**src/rtl/fifo_burst_reader_pkg.sv**
```systemverilog
// Shared definitions for the FIFO burst reader.
//   state_e        : FSM encoding (IDLE, REQ, XFER, DONE)
//   *_DEF          : default BURST_LEN / DW / CW
//   STAT_W         : width of the statistics counters
package fifo_burst_rd_pkg;

    localparam int BURST_LEN_DEF = 8;
    localparam int DW_DEF        = 16;
    localparam int CW_DEF        = 128;
    localparam int STAT_W        = 32;

    typedef enum logic [1:0] {
        ST_IDLE = 2'd0,
        ST_REQ  = 2'd1,
        ST_XFER = 2'd2,
        ST_DONE = 2'd3
    } state_e;

endpackage

```
**src/rtl/fifo_burst_reader_if.sv**
```systemverilog
// Burst request / write-data handshake between the reader and the SDRAM controller.
//   burst_req      : reader -> controller, held until burst_ack
//   burst_ack      : controller -> reader, 1-cycle accept pulse
//   wr_burst_data  : reader -> controller, burst word
//   wr_burst_valid : reader -> controller, word valid
//   wr_burst_ready : controller -> reader, word accepted
// modport master = reader side, modport slave = controller side.
interface fifo_burst_reader_if
    import fifo_burst_rd_pkg::*;
#(
    parameter int DW = DW_DEF
);
    logic          burst_req;
    logic          burst_ack;
    logic [DW-1:0] wr_burst_data;
    logic          wr_burst_valid;
    logic          wr_burst_ready;

    modport master (
        output burst_req, wr_burst_data, wr_burst_valid,
        input  burst_ack, wr_burst_ready
    );

    modport slave (
        input  burst_req, wr_burst_data, wr_burst_valid,
        output burst_ack, wr_burst_ready
    );
endinterface

```
**src/rtl/fifo_burst_reader_rd_skid_buf.sv**
```systemverilog
// Two-entry skid buffer that absorbs the FIFO's one-cycle read latency.
//   clk, rst_n : clock, async active-low reset (empties the buffer)
//   push       : write push_data this cycle
//   pop        : retire head entry this cycle
//   head_data  : oldest entry
//   count      : occupancy 0..2
module rd_skid_buf
    import fifo_burst_rd_pkg::*;
#(
    parameter int DW = DW_DEF
) (
    input  logic          clk,
    input  logic          rst_n,
    input  logic          push,
    input  logic [DW-1:0] push_data,
    input  logic          pop,
    output logic [DW-1:0] head_data,
    output logic [1:0]    count
);

    logic [DW-1:0] mem [2];
    logic          wr_ptr;
    logic          rd_ptr;

    always_ff @(posedge clk or negedge rst_n) begin
        if (!rst_n) begin
            mem[0] <= '0;
            mem[1] <= '0;
            wr_ptr <= 1'b0;
            rd_ptr <= 1'b0;
            count  <= 2'd0;
        end else begin
            if (push) begin
                mem[wr_ptr] <= push_data;
                wr_ptr      <= ~wr_ptr;
            end
            if (pop) begin
                rd_ptr <= ~rd_ptr;
            end
            count <= count + {1'b0, push} - {1'b0, pop};
        end
    end

    assign head_data = mem[rd_ptr];

endmodule

```
**src/rtl/fifo_burst_reader.sv**
```systemverilog
// Read-side drain engine for the SDRAM write-path async FIFO. Waits for a full
// burst in the FIFO, requests an SDRAM write burst, pops BURST_LEN words and
// streams them out over valid/ready through a 2-entry skid buffer.
//   sys_clk1, sys_rst_n1 : read-domain clock, async active-low reset
//   fifo_empty, fifo_underrun, fifo_data_num, rd_data, rd_en : FIFO read port
//   bus (master)         : burst request + write-data handshake
//   busy                 : FSM not in IDLE
//   err_underrun         : sticky underrun flag, cleared only by reset
//   burst_cnt, stall_cnt : statistics
// Build option: define FIFO_BURST_RD_STAT_EN to make burst_cnt/stall_cnt live
// counters; otherwise both read as zero and no counter flops exist.
//
// state | meaning
// IDLE  | waiting for fifo_data_num >= BURST_LEN
// REQ   | burst_req high, waiting for burst_ack
// XFER  | popping FIFO and streaming BURST_LEN words
// DONE  | one cycle, burst completed
module fifo_burst_reader
    import fifo_burst_rd_pkg::*;
#(
    parameter int BURST_LEN = BURST_LEN_DEF,
    parameter int DW        = DW_DEF,
    parameter int CW        = CW_DEF
) (
    input  logic              sys_clk1,
    input  logic              sys_rst_n1,
    input  logic              fifo_empty,
    input  logic              fifo_underrun,
    input  logic [CW-1:0]     fifo_data_num,
    input  logic [DW-1:0]     rd_data,
    output logic              rd_en,
    fifo_burst_reader_if.master bus,
    output logic              busy,
    output logic              err_underrun,
    output logic [STAT_W-1:0] burst_cnt,
    output logic [STAT_W-1:0] stall_cnt
);

    localparam logic [1:0] IDLE = ST_IDLE;
    localparam logic [1:0] REQ  = ST_REQ;
    localparam logic [1:0] XFER = ST_XFER;
    localparam logic [1:0] DONE = ST_DONE;

    localparam int            PW     = $clog2(BURST_LEN + 1);
    localparam logic [PW-1:0] LAST   = PW'(BURST_LEN);
    localparam logic [CW-1:0] THRESH = CW'(BURST_LEN);

    logic [1:0]    state;
    logic [PW-1:0] popped;
    logic [PW-1:0] sent;
    logic          in_flight;
    logic [1:0]    skid_count;
    logic [DW-1:0] head_data;
    logic          out_valid;
    logic          xfer;
    logic [1:0]    occ_next;

    assign out_valid = (skid_count != 2'd0);
    assign xfer      = out_valid && bus.wr_burst_ready;

    // Occupancy after this cycle: buffered + word still arriving from the FIFO,
    // minus the word leaving now. Counting the departing word keeps the stream
    // at one word per cycle while ready is high.
    assign occ_next = skid_count + {1'b0, in_flight} - {1'b0, xfer};

    assign rd_en = (state == XFER) && (popped < LAST) && !fifo_empty && (occ_next < 2'd2);

    always_ff @(posedge sys_clk1 or negedge sys_rst_n1) begin
        if (!sys_rst_n1) begin
            state     <= IDLE;
            popped    <= '0;
            sent      <= '0;
            in_flight <= 1'b0;
        end else begin
            in_flight <= rd_en;
            if (rd_en) begin
                popped <= popped + 1'b1;
            end
            if (xfer) begin
                sent <= sent + 1'b1;
            end
            case (state)
                IDLE: begin
                    if (fifo_data_num >= THRESH) begin
                        state <= REQ;
                    end
                end
                REQ: begin
                    if (bus.burst_ack) begin
                        state  <= XFER;
                        popped <= '0;
                        sent   <= '0;
                    end
                end
                XFER: begin
                    if (xfer && (sent == LAST - 1'b1)) begin
                        state <= DONE;
                    end
                end
                DONE: begin
                    state <= IDLE;
                end
                default: begin
                    state <= IDLE;
                end
            endcase
        end
    end

    always_ff @(posedge sys_clk1 or negedge sys_rst_n1) begin
        if (!sys_rst_n1) begin
            err_underrun <= 1'b0;
        end else if (fifo_underrun || (rd_en && fifo_empty)) begin
            err_underrun <= 1'b1;
        end
    end

    rd_skid_buf #(.DW(DW)) u_skid (
        .clk       (sys_clk1),
        .rst_n     (sys_rst_n1),
        .push      (in_flight),
        .push_data (rd_data),
        .pop       (xfer),
        .head_data (head_data),
        .count     (skid_count)
    );

    assign bus.burst_req      = (state == REQ);
    assign bus.wr_burst_valid = out_valid;
    assign bus.wr_burst_data  = head_data;
    assign busy               = (state != IDLE);

`ifdef FIFO_BURST_RD_STAT_EN
    always_ff @(posedge sys_clk1 or negedge sys_rst_n1) begin
        if (!sys_rst_n1) begin
            burst_cnt <= '0;
            stall_cnt <= '0;
        end else begin
            if (state == DONE) begin
                burst_cnt <= burst_cnt + 1'b1;
            end
            if (out_valid && !bus.wr_burst_ready) begin
                stall_cnt <= stall_cnt + 1'b1;
            end
        end
    end
`else
    assign burst_cnt = '0;
    assign stall_cnt = '0;
`endif

endmodule

```
**src/flat_wrapper.sv**
```systemverilog
// flat-port wrapper written by rule: the top's interface ports become plain ports
module fifo_burst_reader_flat import fifo_burst_rd_pkg::*;
#(
    parameter int BURST_LEN = BURST_LEN_DEF,
    parameter int DW        = DW_DEF,
    parameter int CW        = CW_DEF
)
  (sys_clk1, sys_rst_n1, fifo_empty, fifo_underrun, fifo_data_num, rd_data, rd_en, busy, err_underrun, burst_cnt, stall_cnt, bus_burst_req, bus_wr_burst_data, bus_wr_burst_valid, bus_burst_ack, bus_wr_burst_ready);
  fifo_burst_reader_if #(.DW(DW)) bus_i ();
  input  logic sys_clk1;
  input  logic sys_rst_n1;
  input  logic fifo_empty;
  input  logic fifo_underrun;
  input  logic [CW-1:0] fifo_data_num;
  input  logic [DW-1:0] rd_data;
  output logic rd_en;
  output logic busy;
  output logic err_underrun;
  output logic [STAT_W-1:0] burst_cnt;
  output logic [STAT_W-1:0] stall_cnt;
  output wire logic [$bits(bus_i.burst_req)-1:0] bus_burst_req;
  output wire logic [$bits(bus_i.wr_burst_data)-1:0] bus_wr_burst_data;
  output wire logic [$bits(bus_i.wr_burst_valid)-1:0] bus_wr_burst_valid;
  input wire logic [$bits(bus_i.burst_ack)-1:0] bus_burst_ack;
  input wire logic [$bits(bus_i.wr_burst_ready)-1:0] bus_wr_burst_ready;
  assign bus_burst_req = bus_i.burst_req;
  assign bus_wr_burst_data = bus_i.wr_burst_data;
  assign bus_wr_burst_valid = bus_i.wr_burst_valid;
  assign bus_i.burst_ack = bus_burst_ack;
  assign bus_i.wr_burst_ready = bus_wr_burst_ready;
  fifo_burst_reader #(.BURST_LEN(BURST_LEN), .DW(DW), .CW(CW)) u_core (.sys_clk1(sys_clk1), .sys_rst_n1(sys_rst_n1), .fifo_empty(fifo_empty), .fifo_underrun(fifo_underrun), .fifo_data_num(fifo_data_num), .rd_data(rd_data), .rd_en(rd_en), .bus(bus_i), .busy(busy), .err_underrun(err_underrun), .burst_cnt(burst_cnt), .stall_cnt(stall_cnt));
endmodule
```
**config.mk**
```make
export PLATFORM = sky130hd
export DESIGN_NAME = fifo_burst_reader_flat
export DESIGN_NICKNAME = d
export VERILOG_FILES = /design/src/rtl/fifo_burst_reader_pkg.sv /design/src/rtl/fifo_burst_reader_if.sv /design/src/rtl/fifo_burst_reader_rd_skid_buf.sv /design/src/rtl/fifo_burst_reader.sv /design/src/flat_wrapper.sv
export SDC_FILE = /design/constraint.sdc
export NUM_CORES = 1
export LEC_CHECK = 0
export CORE_ASPECT_RATIO = 0.75
export CORE_UTILIZATION = 33
export CTS_CLUSTER_DIAMETER = 40
export CTS_CLUSTER_SIZE = 16
export DETAILED_ROUTE_END_ITERATION = 8
export PLACE_DENSITY = 0.81
export SETUP_SLACK_MARGIN = 0.15
export SYNTH_ARGS = -nofsm -noshare
export SYNTH_HDL_FRONTEND = slang
export SYNTH_SLANG_ARGS = --single-unit
```
**constraint.sdc**
```tcl
create_clock -name sys_clk1 -period 2.8 [get_ports sys_clk1]
set_input_delay 0.42 -clock sys_clk1 [delete_from_list [all_inputs] [get_ports sys_clk1]]
set_output_delay 0.42 -clock sys_clk1 [all_outputs]
set_load 0.03 [all_outputs]
```
; Yosys cells after proc, flatten, opt, wreduce, memory -nomap -nowiden
; Index checks and enable logic that the tools add are counted.
[word_totals]
output_inout_bits = 85
word_cells = 60
input_bits = 150
regBits = 48
[classes]
n_mux = 16
addsub = 4
reduce_logical = 13
n_eq_ne = 7
bitwise = 4
order_cmp = 6
[op_table]
columns = op, n
row1 = "128-bit by 4-bit greater-or-equal comparator with 1-bit output, second input constant", 1
row2 = 16-bit 2-to-1 mux, 4
row3 = 32-bit bitwise mux, 1
row4 = 4-bit 2-to-1 mux, 6
row5 = 16-bit demux with 1-bit select, 1
row6 = "4-bit by 1-bit adder with 4-bit output, second input constant", 2
row7 = 2-bit one-hot mux with 4 select lines, 1
row8 = 1-bit logical AND, 7
row9 = 2-bit 2-to-1 mux, 3
row10 = "2-bit equality test, second input constant", 2
row11 = "4-bit by 3-bit equality test with 1-bit output, second input constant", 1
row12 = "2-bit greater-or-equal comparator, second input constant", 2
row13 = "4-bit < comparator, second input constant", 1
row14 = "2-bit by 1-bit inequality test with 1-bit output, second input constant", 2
row15 = 1-bit NOT with 2-bit output, 2
row16 = 2-bit nonzero test, 2
row17 = 3-bit AND reduction, 1
row18 = 2-bit by 1-bit adder with 2-bit output, 1
row19 = "2-bit by 1-bit equality test with 1-bit output, second input constant", 1
row20 = 2-bit zero test, 1
row21 = "2-bit by 1-bit < comparator with 1-bit output, second input constant", 1
row22 = "2-bit < comparator, second input constant", 1
row23 = "2-bit inequality test, second input constant", 1
row24 = 1-bit NOT, 2
row25 = 3 further kinds, 3

; Longest topological paths before layout
[logic_depth]
ltp_word = 8
depth_mapped = 10
ltp_nobuf = 9

; Modules after synthesis
; From an unflattened synthesis, not the netlist that was laid out.
[unflattened]
hier_cells = 269
hier_area_um2 = 3011.6
[modules_own_cells]
columns = module, instances, area_per_inst_um2, cells_each, seq_area_each_um2
row1 = rd_skid_buf, 1, 1614.0, 99, 900.9
row2 = fifo_burst_reader, 1, 1397.6, 170, 300.3

; Worst setup path before layout
; Ideal clock, no wire load.
[synth_path]
path_type = reg-to-reg
startpoint = register u_core.u_skid.count[1]
endpoint = register u_core.popped[2]
slack_ps = 322
period_less_slack_ps = 2478
stages_incl_launch_ff = 11
path_buffers = 1
required_time_ps = 2672
setup_time_ps = 128
arrival_time_ps = 2350
cell_sequence = dfrtp_1 o21a_1 buf_2 ha_1 inv_1 ha_1 xor3_2 nor4b_4 nand2_1 xor2_1 nor2_1
[synth_via]
elab_chain_len = 8
elab_cells_between_ends = 9
cone_classes = 2 x add/sub / 1 x order compare / 3 x mux / 3 x reduce/logical
[synth_rtl]
columns = item, line
row1 = "start, declared", fifo_burst_reader_rd_skid_buf.sv:18  ; output logic [1:0] count
row2 = "start signal, assigned", fifo_burst_reader_rd_skid_buf.sv:40  ; count <= count + {1'b0, push} - {1'b0, pop};
row3 = 2-bit nonzero test (*), fifo_burst_reader.sv:58  ; assign out_valid = (skid_count != 2'd0);
row4 = 1-bit logical AND (*), fifo_burst_reader.sv:59  ; assign xfer = out_valid && bus.wr_burst_ready;
row5 = named net u_core.u_skid.pop, fifo_burst_reader_rd_skid_buf.sv:16  ; input logic pop,
row6 = 2-bit by 1-bit subtractor with 2-bit output (*), fifo_burst_reader.sv:64  ; assign occ_next = skid_count + {1'b0, in_flight} - {1'b0, xfer};
row7 = named net u_core.occ_next[1], fifo_burst_reader.sv:56  ; logic [1:0] occ_next;
row8 = 2-bit < comparator (*), fifo_burst_reader.sv:66  ; assign rd_en = (state == XFER) && (popped < LAST) && !fifo_empty && (occ_next < 2'd2);
row9 = 1-bit logical AND (*), fifo_burst_reader.sv:66
row10 = named net rd_en, flat_wrapper.sv:16  ; output logic rd_en;
row11 = 4-bit 2-to-1 mux (*), fifo_burst_reader.sv:76  ; if (rd_en) begin
row12 = 4-bit 2-to-1 mux, fifo_burst_reader.sv:89  ; if (bus.burst_ack) begin
row13 = 4-bit 2-to-1 mux (*), fifo_burst_reader.sv:82  ; case (state)
row14 = "end signal, assigned", fifo_burst_reader.sv:77  ; popped <= popped + 1'b1;
row15 = "end, declared", fifo_burst_reader.sv:49  ; logic [PW-1:0] popped;
; The timed path passes the listed nets; every way through them passes the cells marked *.
; A chain may end at the register's enable or synchronous reset.

; Final worst setup path
[layout_path]
startpoint = input bus_wr_burst_ready
endpoint = output rd_en
[layout_via]
elab_chain_len = 4
[layout_rtl]
columns = item, line
row1 = "start, declared", flat_wrapper.sv:25  ; input wire logic [$bits(bus_i.wr_burst_ready)-1:0] bus_wr_burst_ready;
row2 = 1-bit logical AND, fifo_burst_reader.sv:59
row3 = 2-bit by 1-bit subtractor with 2-bit output, fifo_burst_reader.sv:64
row4 = named net u_core.occ_next[1], fifo_burst_reader.sv:56
row5 = 2-bit < comparator, fifo_burst_reader.sv:66
row6 = 1-bit logical AND, fifo_burst_reader.sv:66
row7 = "end, declared", flat_wrapper.sv:16
; The timed path passes the listed nets, and every way through them passes these cells.

==> flow_metrics.env <==
export IMPL_root_buffer="clkbuf_16"
export IMPL_fin_crit_ns=2.59
export IMPL_synth_most_common_cell="buf_4"
export IMPL_dpl_hpwl_mm=6.35
export IMPL_period_share_pct=92.5
export IMPL_worst_path_buf_inv=3
export IMPL_cts_tree="done"
export IMPL_diodes=0
export IMPL_drtPass1Iterations=4
export IMPL_worstMarginPinSlew_ns=1.04
export IMPL_yosys_warnings=0
export IMPL_cts_max_level=2
export IMPL_slew_headroom_pct=31.0
export IMPL_clk_latency_ns=0.28
export IMPL_worst_endpoint_arrival_ns=2.17
export IMPL_crit_chain="clkdlybuf4s50_1, o21a_1, ha_1, inv_1, ha_1, xor3_2, nor4b_4, buf_6"
export IMPL_synth_cell_area_sq_um=2890
export IMPL_worstPathRequired_ns=2.38
export IMPL_synthFlopType="dfrtp_1"
export IMPL_timing_setup_tns_ns=0
export IMPL_critPathMostFrequentCell="ha_1"
export IMPL_drc=0
export IMPL_portBuffers=167
export IMPL_ant_nets=0
export IMPL_wl_per_cell_um=14.4
export IMPL_fin_ws_ns=0.211
export IMPL_finalInstanceArea_sq_um=4590
export IMPL_ys_async_sr_fraction_pct=100
export IMPL_overflow=0
export IMPL_synth_area_leaders="dfrtp_1 42%, mux2_2 19%, buf_4 17%"
export IMPL_critPathMaxStageDelay_ns=0.46
export IMPL_rsz0062_at_grt="yes"
export IMPL_grt_pass1_wl_mm=12.0
export IMPL_die_w_um=110
export IMPL_fin_skew_ns=0.00421
export IMPL_p_leak_nw=1.93
export IMPL_post_drt_via_cell_ratio=4.42
export IMPL_core_area_sq_um=8450
export IMPL_ctsHoldBuffers=0
export IMPL_status="finished clean"
export IMPL_postCtsSetupBuffers=0
export IMPL_antenna_found_initial=0
export IMPL_nFillCells=710
export IMPL_worstSetupPathType="input port to primary output"
export IMPL_cp_end_kind="primary output"
export IMPL_synth_edf_count=0
export IMPL_clock_sinks=48
export IMPL_gp_congestion=0.817
export IMPL_crit_fanout=2
export IMPL_cts_buffers=5
export IMPL_power_density_nw_per_um2=853
export IMPL_hold_viol_final=0
export IMPL_finalMaxSlewViolations=0
export IMPL_ir_drop_mv=0.681
export IMPL_grt_max_degree=49
export IMPL_max_clock_freq_mhz=386
export IMPL_grt_pass1_vias=2605
export IMPL_finalSetupViolCount=0
export IMPL_drt_iter0_markers=49
export IMPL_cp_slowest_cell="clkdlybuf4s50_1"
export IMPL_dieArea_sq_um=9130
export IMPL_vias=2369
export IMPL_num_rows=29
export IMPL_ys_types=26
export IMPL_postSynthCellCount=257
export IMPL_die_y_um=83.0
export IMPL_fin_nets=584
export IMPL_start_kind="input port"
export IMPL_area_delta_synth_final_pct=59.0
export IMPL_path_delay_family="buffers and inverters"
export IMPL_drive_gt1_share_pct=15.2
export IMPL_place_ws_ns=0.205
export IMPL_wl_mm=7.69
export IMPL_cts_max_path_buffers=2
export IMPL_drv_cap=0
export IMPL_grtUsageTotal_pct=17.0
export IMPL_hold_class="input port to async pin"
export IMPL_yosysSeqAreaShare_pct=41.6
export IMPL_pin_count=235
export IMPL_clkTransAtPathRegs_ns=0.06
export IMPL_synth_top_cell_area_share_pct=41.6
export IMPL_place_area_sq_um=4440
export IMPL_synth_common_cells="64 x buf_4, 49 x mux2_2, 48 x dfrtp_1, 32 x nor4_1, 11 x nor2_1"
export IMPL_synth_seq_cells=48
export IMPL_synth_top_area_cell="dfrtp_1"
export IMPL_avgSynthCellArea_sq_um=11.2
export IMPL_floorplan_initialDensity_pct=34.2
-- power by group --
| part | internal [mW] | switching, mW |
|---|---|---|
| registers | 1.02 | 0.229 |
| clock network | 0.356 | 0.229 |
| logic | 1.08 | 0.995 |
-- layer usage --
metal / routed length [um] / global-route usage [%] / up-vias / share of wire [%]
li1: - / - / 1130 / -
met1: 3020 / 19.3 / 1111 / 39
met2: 4020 / 30.6 / 118 / 52
met3: 584 / 5.34 / 10 / 7.6
met4: 72 / 3.52 / 0 / 0.94
met5: 0 / 0 / - / 0
-- layout by cell type, fill, tap and decap left out --
cell / n
xor3_2: 1
xor2_1: 5
nor4_1: 32
nor4b_4: 1
or2_2: 2
a41oi_1: 1
nand2_1: 3
mux2_2: 49
clkdlybuf4s50_1: 165
a22o_1: 1
nor4b_1: 1
dfrtp_1: 47
dfrtp_2: 1
a21oi_1: 1
conb_1: 64
nor2_1: 11
xnor2_1: 2
clkbuf_1: 2
clkbuf_8: 1
inv_1: 6
buf_6: 1
buf_4: 3
clkbuf_16: 5
buf_2: 1
o21a_1: 1
nand4b_1: 1
mux2i_1: 3
ha_1: 7
and2_1: 1
nand4_1: 9
-- final cells by class --
class | instances | area [sq um] | area share [%]
Inverter | 6 | 22.5 | 0.490
Tap cell | 108 | 135 | 2.94
Multi-Input combinational cell | 196 | 1400 | 30.4
Sequential cell | 48 | 1200 | 26.2
Clock buffer | 8 | 146 | 3.19
Timing Repair Buffer | 170 | 1690 | 36.8
-- stage by stage --
stage | hold slack, ns | utilization [%] | power (mW) | std cells
3_3_place_gp | 0.451 | 52.5 | 3.26 | 528
3_5_place_dp | 0.457 | 52.5 | 3.35 | 528
2_1_floorplan | 0.124 | - | 2.62 | 320
6_report | 0.329 | 54.3 | 3.92 | 536
5_1_grt | 0.426 | 54.3 | 4.15 | 536
4_1_cts | 0.368 | 54.3 | 3.95 | 536
-- final timing paths --
check,start,to,slack (ns),cells past startpoint
min reg2reg,u_core.err_underrun$_DFFE_PN0P_,u_core.err_underrun$_DFFE_PN0P_,0.48,1
max reg2reg,u_core.u_skid.count[1]$_DFF_PN0_,u_core.popped[2]$_DFF_PN0_,0.59,10
max,bus_wr_burst_ready,rd_en,0.21,8
max in group asynchronous,sys_rst_n1,u_core.u_skid.rd_ptr$_DFFE_PN0P_,1.77,1
min in group sys_clk1,u_core.err_underrun$_DFFE_PN0P_,u_core.err_underrun$_DFFE_PN0P_,0.48,1
min,sys_rst_n1,u_core.u_skid.mem[8]$_DFFE_PN0P_,0.33,1
-- sequential cells by signal, indices dropped and copies added (netlist names) --
name                  flops
u_core.err_underrun       1
u_core.sent               4
u_core.state              2
u_core.u_skid.mem        32
u_core.popped             4
u_core.u_skid.count       2
u_core.u_skid.wr_ptr      1
u_core.in_flight          1
u_core.u_skid.rd_ptr      1
-- worst register-to-register path, cell delays in order (launching register included) --
cell and delay, ns:
dfrtp_1 0.39, o21a_1 0.21, ha_1 0.29, inv_1 0.06, ha_1 0.14, xor3_2 0.28
nor4b_4 0.27, buf_4 0.20, nand2_1 0.07, xor2_1 0.14, nor2_1 0.06
-- logic make-up after synthesis --
| kind of cell | Yosys count | share of synthesized area [%] |
|---|---|---|
| flops | 48 | 41.6 |
| mux | 52 | 20.1 |
| simple gates | 61 | 12.8 |
| compound gates | 4 | 1.04 |
| fa+ha+maj | 7 | 3.03 |
| buf+inv | 76 | 18.3 |
| other cells | 1 | 0.130 |
| xor+xnor | 8 | 2.99 |
-- what timing repair did --
item,in CTS,in global routing
endpoints found under the setup margin,0,2
resized for setup,0,2
endpoints found under the hold margin,0,0
No activity file was read; power rests on OpenSTA's default activity.
